`config.mk`:
```
export PLATFORM = sky130hd
export DESIGN_NAME = fsa_stream_accumulator
export DESIGN_NICKNAME = d
export VERILOG_FILES = /design/src/rtl/fsa_acc_pkg.sv /design/src/rtl/csk_add27.sv /design/src/rtl/fsa_stream_accumulator.sv
export SDC_FILE = /design/constraint.sdc
export NUM_CORES = 1
export LEC_CHECK = 0
export BUFFER_PORTS_ARGS = -buffer_cell sky130_fd_sc_hd__buf_2
export CAP_MARGIN = 15
export CORE_MARGIN = 2
export CORE_UTILIZATION = 55
export CTS_BUF_LIST = sky130_fd_sc_hd__clkbuf_8
export DETAILED_ROUTE_END_ITERATION = 8
export PLACE_DENSITY_LB_ADDON = 0.12
export SLEW_MARGIN = 20
export SYNTH_ARGS = -nofsm -noshare
export SYNTH_HDL_FRONTEND = slang
export SYNTH_SLANG_ARGS = --single-unit
```
`constraint.sdc`:
```
create_clock -name CLK -period 15.5 [get_ports CLK]
set_clock_uncertainty 0.15 [all_clocks]
set_input_delay 0.775 -clock CLK [delete_from_list [all_inputs] [get_ports CLK]]
set_output_delay 0.775 -clock CLK [all_outputs]
set_load 0.01 [all_outputs]
```
`src/rtl/fsa_acc_pkg.sv`:
```
// Shared types and constants for the streaming accumulator and its 27-bit adder.
package fsa_acc_pkg;

  localparam int unsigned OPW = 27;

  typedef enum logic [1:0] {
    IDLE,
    ACC,
    DONE
  } state_t;

  localparam logic [OPW-1:0] LO_RST  = '0;
  localparam logic [31:0]    HI_RST  = '0;
  localparam logic [31:0]    CNT_RST = '0;

endpackage

```
`src/rtl/csk_add27.sv`:
```
// Combinational 27-bit carry-skip adder, nine fixed 3-bit blocks, carry-in tied low.
module csk_add27
  import fsa_acc_pkg::*;
(
  output logic [OPW:0]   S,
  input  logic [OPW-1:0] X,
  input  logic [OPW-1:0] Y
);

  localparam int unsigned BLK  = 3;
  localparam int unsigned NBLK = OPW / BLK;

  logic [OPW-1:0] w_p;
  logic [OPW-1:0] w_g;
  logic [NBLK:0]  w_c;
  logic           w_rc;

  assign w_p = X ^ Y;
  assign w_g = X & Y;

  // Each block ripples internally; a fully propagating block passes its carry-in straight through.
  always_comb begin
    w_c  = '0;
    S    = '0;
    w_rc = 1'b0;
    for (int unsigned b = 0; b < NBLK; b++) begin
      w_rc = w_c[b];
      for (int unsigned k = 0; k < BLK; k++) begin
        S[b*BLK+k] = w_p[b*BLK+k] ^ w_rc;
        w_rc       = w_g[b*BLK+k] | (w_p[b*BLK+k] & w_rc);
      end
      w_c[b+1] = (&w_p[b*BLK +: BLK]) ? w_c[b] : w_rc;
    end
    S[OPW] = w_c[NBLK];
  end

endmodule

```
`src/rtl/fsa_stream_accumulator.sv`:
```
// Packet sum accumulator: 27-bit LO via carry-skip adder, carries counted into HI.
// Define FSA_ACC_SAT_EN to clamp {HI,LO} to all-ones on HI overflow instead of wrapping.
module fsa_stream_accumulator
  import fsa_acc_pkg::*;
#(
  parameter int unsigned HI_W  = 5,
  parameter int unsigned CNT_W = 8
) (
  input  logic                CLK,
  input  logic                RST,
  input  logic                IN_VALID,
  output logic                IN_READY,
  input  logic [OPW-1:0]      IN_DATA,
  input  logic                IN_LAST,
  output logic                OUT_VALID,
  input  logic                OUT_READY,
  output logic [OPW+HI_W-1:0] OUT_SUM,
  output logic [CNT_W-1:0]    OUT_COUNT,
  output logic                OUT_OVF
);

  state_t           r_state;
  state_t           w_state_nxt;
  logic [OPW-1:0]   r_lo;
  logic [HI_W-1:0]  r_hi;
  logic [CNT_W-1:0] r_cnt;
  logic             r_ovf;
  logic [OPW:0]     w_s;
  logic             w_in_ready;
  logic             w_out_valid;
  logic             w_acc;
  logic             w_rel;
  logic             w_hi_wrap;

  csk_add27 u_add (
    .S (w_s),
    .X (r_lo),
    .Y (IN_DATA)
  );

  assign w_acc     = IN_VALID && w_in_ready;
  assign w_rel     = w_out_valid && OUT_READY;
  assign w_hi_wrap = w_s[OPW] && (&r_hi);

  always_comb begin
    w_state_nxt = r_state;
    w_in_ready  = 1'b1;
    w_out_valid = 1'b0;
    case (r_state)
      IDLE: if (w_acc) w_state_nxt = IN_LAST ? DONE : ACC;
      ACC:  if (w_acc && IN_LAST) w_state_nxt = DONE;
      DONE: begin
        w_in_ready  = 1'b0;
        w_out_valid = 1'b1;
        if (OUT_READY) w_state_nxt = IDLE;
      end
      default: w_state_nxt = IDLE;
    endcase
  end

  always_ff @(posedge CLK) begin
    if (RST) begin
      r_state <= IDLE;
      r_lo    <= LO_RST;
      r_hi    <= HI_RST[HI_W-1:0];
      r_cnt   <= CNT_RST[CNT_W-1:0];
      r_ovf   <= 1'b0;
    end else begin
      r_state <= w_state_nxt;
      if (w_rel) begin
        r_lo  <= LO_RST;
        r_hi  <= HI_RST[HI_W-1:0];
        r_cnt <= CNT_RST[CNT_W-1:0];
        r_ovf <= 1'b0;
      end else if (w_acc) begin
`ifdef FSA_ACC_SAT_EN
        // Once clamped, any nonzero beat re-triggers the clamp and a zero beat leaves LO unchanged.
        if (w_hi_wrap) begin
          r_lo <= '1;
          r_hi <= '1;
        end else begin
          r_lo <= w_s[OPW-1:0];
          if (w_s[OPW]) r_hi <= r_hi + 1'b1;
        end
`else
        r_lo <= w_s[OPW-1:0];
        if (w_s[OPW]) r_hi <= r_hi + 1'b1;
`endif
        if (!(&r_cnt)) r_cnt <= r_cnt + 1'b1;
        if (w_hi_wrap || (&r_cnt)) r_ovf <= 1'b1;
      end
    end
  end

  assign IN_READY  = w_in_ready;
  assign OUT_VALID = w_out_valid;
  assign OUT_SUM   = {r_hi, r_lo};
  assign OUT_COUNT = r_cnt;
  assign OUT_OVF   = r_ovf;

endmodule
```
* Word-level counts from Yosys, hierarchy flattened
Cells that the tools add are included.
** Operators by class
- $add $sub $neg :: 2
- Muxes and demuxes :: 16
- Equal/unequal tests :: 5
- Reduce and logical (&&, ||, !) cells :: 22
- Bitwise gates (word level) :: 81
** Operators by type and width (count)
- $reduce_and A3 Y1 :: 10
- $and A27 B27 Y27 :: 1
- $xor A27 B27 Y27 :: 1
- $and A1 B1 Y1 :: 26
- $or A1 B1 Y1 :: 26
- $xor A1 B1 Y1 :: 26
- $mux W1 :: 11
- $add A8 B1 Y8 const B :: 1
- $mux W2 :: 4
- $reduce_and A8 Y1 :: 1
- $ne A2 B2 Y1 const B :: 3
- $pmux W2 S3 :: 1
- $reduce_and A2 Y1 :: 3
- $add A5 B1 Y5 const B :: 1
- $reduce_and A5 Y1 :: 1
- $logic_and A1 B1 Y1 :: 4
- $eq A2 B1 Y1 const B :: 1
- $eq A2 B2 Y1 const B :: 1
- $logic_not A2 Y1 :: 1
- $reduce_or A2 Y1 :: 1
- $logic_or A1 B1 Y1 :: 1
- $not A1 Y1 :: 1
** Storage, ports and cells
- Register bits :: 43
- Word-level logic and storage cells :: 131

* Depth between registers and ports, before layout
- Depth in word-level cells :: 65
- Depth in mapped cells :: 49
- Depth with buffers taken out :: 49

* Cells and area by module
Synthesis repeated with hierarchy kept, for this count alone.
** Unflattened totals
- Cell total of the unflattened synthesis :: 299
- Area, all modules :: 2846.5 um^2
** By module, submodules not included
- fsa_stream_accumulator :: area each 1737.9 um^2, times used 1, cells an instance 205
- csk_add27 :: area each 1108.6 um^2, times used 1, cells an instance 94

* Worst setup path before layout
OpenSTA, ideal clock, no wires.
- Kind :: input -> register
- Start :: input port IN_DATA[0]
- End :: register r_ovf (netlist: OUT_OVF)
- Setup time :: 0.120 ns
- Data arrival time :: 13.194 ns
- Path slack :: 2.036 ns
- Cell stages on the path :: 49
- Cells stage by stage :: ha_1 -> fa_1 -> fa_1 -> and2_1 -> fa_1 -> fa_1 -> fa_1 -> a22oi_1 -> inv_1 -> fa_1 -> fa_1 -> fa_1 -> a31oi_1 -> a21oi_1 -> fa_1 -> fa_1 -> fa_1 -> mux2_2 -> [13 not listed] -> fa_1 -> nand2_1 -> o21ai_0 -> nor2_1 -> inv_1 -> fa_1 -> fa_1 -> fa_1 -> nand2_1 -> o21ai_0 -> fa_1 -> fa_1 -> inv_1 -> fa_1 -> mux2_2 -> nand2b_1 -> a21boi_0 -> o31a_1
** On the way
- Longest elaborated chain between the ends :: 65
- Elaborated cells between the ends (all ways) :: 67
- Those cells by class :: mux: 9; bitwise: 54; reduce/logical: 4
** RTL lines
- from (decl) :: line fsa_stream_accumulator.sv:13 : input logic [OPW-1:0] IN_DATA,
- $and A27 B27 Y27 :: line csk_add27.sv:19 : assign w_g = X & Y;
- $and A1 B1 Y1 :: line csk_add27.sv:30 : w_rc = w_g[b*BLK+k] | (w_p[b*BLK+k] & w_rc);
- $or A1 B1 Y1 :: line csk_add27.sv:30
- $and A1 B1 Y1 :: line csk_add27.sv:30
- $or A1 B1 Y1 :: line csk_add27.sv:30
- $mux W1 * :: line csk_add27.sv:32 : w_c[b+1] = (&w_p[b*BLK +: BLK]) ? w_c[b] : w_rc;
- $and A1 B1 Y1 :: line csk_add27.sv:30
- $or A1 B1 Y1 :: line csk_add27.sv:30
- [49 not listed]
- $and A1 B1 Y1 :: line csk_add27.sv:30
- $or A1 B1 Y1 :: line csk_add27.sv:30
- $and A1 B1 Y1 :: line csk_add27.sv:30
- $or A1 B1 Y1 :: line csk_add27.sv:30
- $mux W1 * :: line csk_add27.sv:32
- $logic_and A1 B1 Y1 * :: line fsa_stream_accumulator.sv:43 : assign w_hi_wrap = w_s[OPW] && (&r_hi);
- $logic_or A1 B1 Y1 * :: line fsa_stream_accumulator.sv:90 : if (w_hi_wrap || (&r_cnt)) r_ovf <= 1'b1;
- $reduce_and A2 Y1 (no line) *
- to (signal assigned) :: line fsa_stream_accumulator.sv:67 : r_ovf <= 1'b0;
- to (signal assigned) :: line fsa_stream_accumulator.sv:74 : r_ovf <= 1'b0;
- to (signal assigned) :: line fsa_stream_accumulator.sv:90
- to (decl) :: line fsa_stream_accumulator.sv:27 : logic r_ovf;
Every way passes the cells marked *; elsewhere a longest branch is shown, timed or not.
A chain may end at the register's enable or synchronous reset.

* Worst setup path in the final report
Same ends and word-level chain as after synthesis.

==> impl_metrics.ini <==
[floorplanning]
floorplan.initialDensity_pct = 58.0
die_area_um2 = 5630
core-area_um2 = 4790
io-pin-count = 75
die_h_um = 75.1
row_count = 25
die_w_um = 75.1

[power_and_ir_drop]
powerDensity_nw_per_um2 = 90.4
switchingPower_uw = 105
report.power.total_uw = 298
ir_drop_mv = 0.0719
pwr-share-seq_pct = 45.2
internal-power_uw = 194
leakage_uw = 0.00160
clockPowerShare_pct = 23.2
netSwitchingFraction_pct = 35.1
p_comb_share_pct = 31.6

[finish]
final_nets = 458
antenna_cells = 0
register_area_um2 = 861
stdcell_count = 438
drive_gt1_share_pct = 24.8
final_util_pct = 68.9
nFillCells = 421
area_delta_synth_final_pct = 18.8
multi_input_area_um2 = 1850

[global_routing]
grt_max_degree = 39
grt_pass1_wl_um = 10000
gr-total-overflow = 0
antenna_found_initial = 0
grt_pass1_vias = 2265
track_usage_pct = 23.4

[critical_path]
cp_common_cell = fa_1
crit_buf_inv = 5
startpoint_type = input pin
r2r_start = r_lo[0]
cp-startpoint = IN_DATA[0]
critical-path-top-delay-family = adder cells
crit_type = in -> reg
worstSetupEndpointType = flip-flop
critPathArrivalTime_ps = 14320
crit_required_ps = 15540
cpPeakStageDelay_ps = 420
path_max_fanout = 6
cp_slowest_cell = fa_1

[clock_tree]
hold_buffers = 0
cts.sinks = 43
cts_made_buffers = 5
path_clk_slew_ps = 80
tritoncts = yes
htree_levels = 2
root_buffer = clkbuf_8
cts.path.max_buffers = 2
clock_latency_ps = 300
cts_resized = 0
cts_setup_buffers = 0

[sta]
min_period_over_period_pct = 92.1
post-route-min-period_ps = 14280
tightest_slew_ps = 428
maxSlewHeadroom_pct = 71.1
max_clock_freq_mhz = 70.0
finalHoldViolCount = 0
slew_viol_final = 0
rsz0062_at_grt = no
fin_tns_setup_ps = 0
setup_violations = 0

[yosys]
synthTopCellsByCount = 64 x nand2_1, 43 x dfxtp_1, 32 x a21oi_1
synth_area_um2 = 2780
syn_nets = 384
synthDistinctLibCells = 41
yosys_warnings = 0
ys_ff_latch = 43
synth.most_common_cell = nand2_1
yosysSeqAreaShare_pct = 31.0
synth_top_cell_area_share_pct = 31.0
synth_edf_count = 0
synth-async-reset-ratio_pct = 0
synth_area_leaders = dfxtp_1 31%, fa_1 19%, ha_1 14%
post_synth.cell_area_avg_um2 = 9.38
synth_top_cell_by_area = dfxtp_1
synth_cells = 296
synthFlopType = dfxtp_1

[placed_design]
dp_hpwl_um = 4430
gp_congestion = 0.788
port-buffer-count = 74
dp.cells = 430

[drt]
vias = 2306
postRouteAntennaNets = 0
drtIter0Drc = 114
dr.pass1.iters = 4
drt_wl_total_um = 5930
drt-vias-per-instance = 5.26
wl_per_cell_um = 13.5
post-route-drc-count = 0

[hold_path]
hp-class = reg -> reg
hp-start = r_state[1]

[job]
drv_cap = 0

[status]
status = finished clean
final cells by class:
cell class | count | share of cell area (%)
repair buffers | 77 | 11.9
clock buffers | 5 | 2.09
clock inverters | 3 | 0.379
multi-input cells | 234 | 56.0
inverters | 9 | 1.02
flip-flops and latches | 43 | 26.1
well taps | 67 | 2.54
cell families (layout without fill, tap and decap cells):
group,count (synthesis),after routing,share of synthesized area (%)
and+or+nand+nor,111,111,17.7
adders and majority gates,56,56,32.3
xor gates and xnor gates,5,5,1.58
buffers and inverters,19,94,2.61
muxes,4,4,1.53
DFF,43,43,31.0
AOI/OAI and AO/OA,58,58,13.3
power by group through the flow:
stage | Clock (µW) | Combinational (µW) | Sequential (µW)
6_report | 69.1 | 94.2 | 135
5_1_grt | 74.3 | 110 | 137
4_1_cts | 70.2 | 95.3 | 135
3_5_place_dp | 0 | 93.8 | 137
3_3_place_gp | 0 | 90.5 | 137
2_1_floorplan | 0 | 55.3 | 141
path summary, 6_finish.rpt:
path / end / slack, ps / depth (start not counted)
setup / recovery: OUT_OVF / 1220 / 50
hold / removal: r_state[0] / 310 / 1
setup reg to reg: OUT_OVF / 1470 / 49
hold reg to reg: r_state[0] / 310 / 1
sequential cells by signal (all words and copies together), names as in the netlist:
name / count
r_lo: 27
OUT_COUNT: 8
r_hi: 5
r_state: 2
OUT_OVF: 1
layout by cell type, fill, tap and decap left out, drive strengths merged, types with 5 or more instances in the layout:
master,instances
a21oi,32
nand3,12
o21ai,9
ha,30
and3,5
inv,11
buf,77
fa,26
nor2,12
dfxtp,43
clkbuf,5
nor3,6
nand2,64
per-stage QoR:
stage	hold slack (ps)	instance area, µm²	worst slack [ps]
2_1_floorplan	273	2780	2040
3_3_place_gp	293	3220	1310
3_5_place_dp	299	3220	873
4_1_cts	310	3300	1160
5_1_grt	331	3300	329
6_report	307	3300	1220
layer usage:
layer,wire length [µm],share of wire (%),track usage [%]
met1,2570,43,29.0
met2,2890,49,39.5
met3,372,6.3,5.76
met4,97,1.6,8.53
met5,0,0,0
worst register-to-register path: cells and delay by family, from the launching register on:
family	cells	cell delay, ps
AOI/OAI and AO/OA	9	1700
adders and majority gates	27	10110
buffers and inverters	4	340
DFF	1	330
muxes	2	430
and+or+nand+nor	7	870
Power figures use the tool's default switching activity.
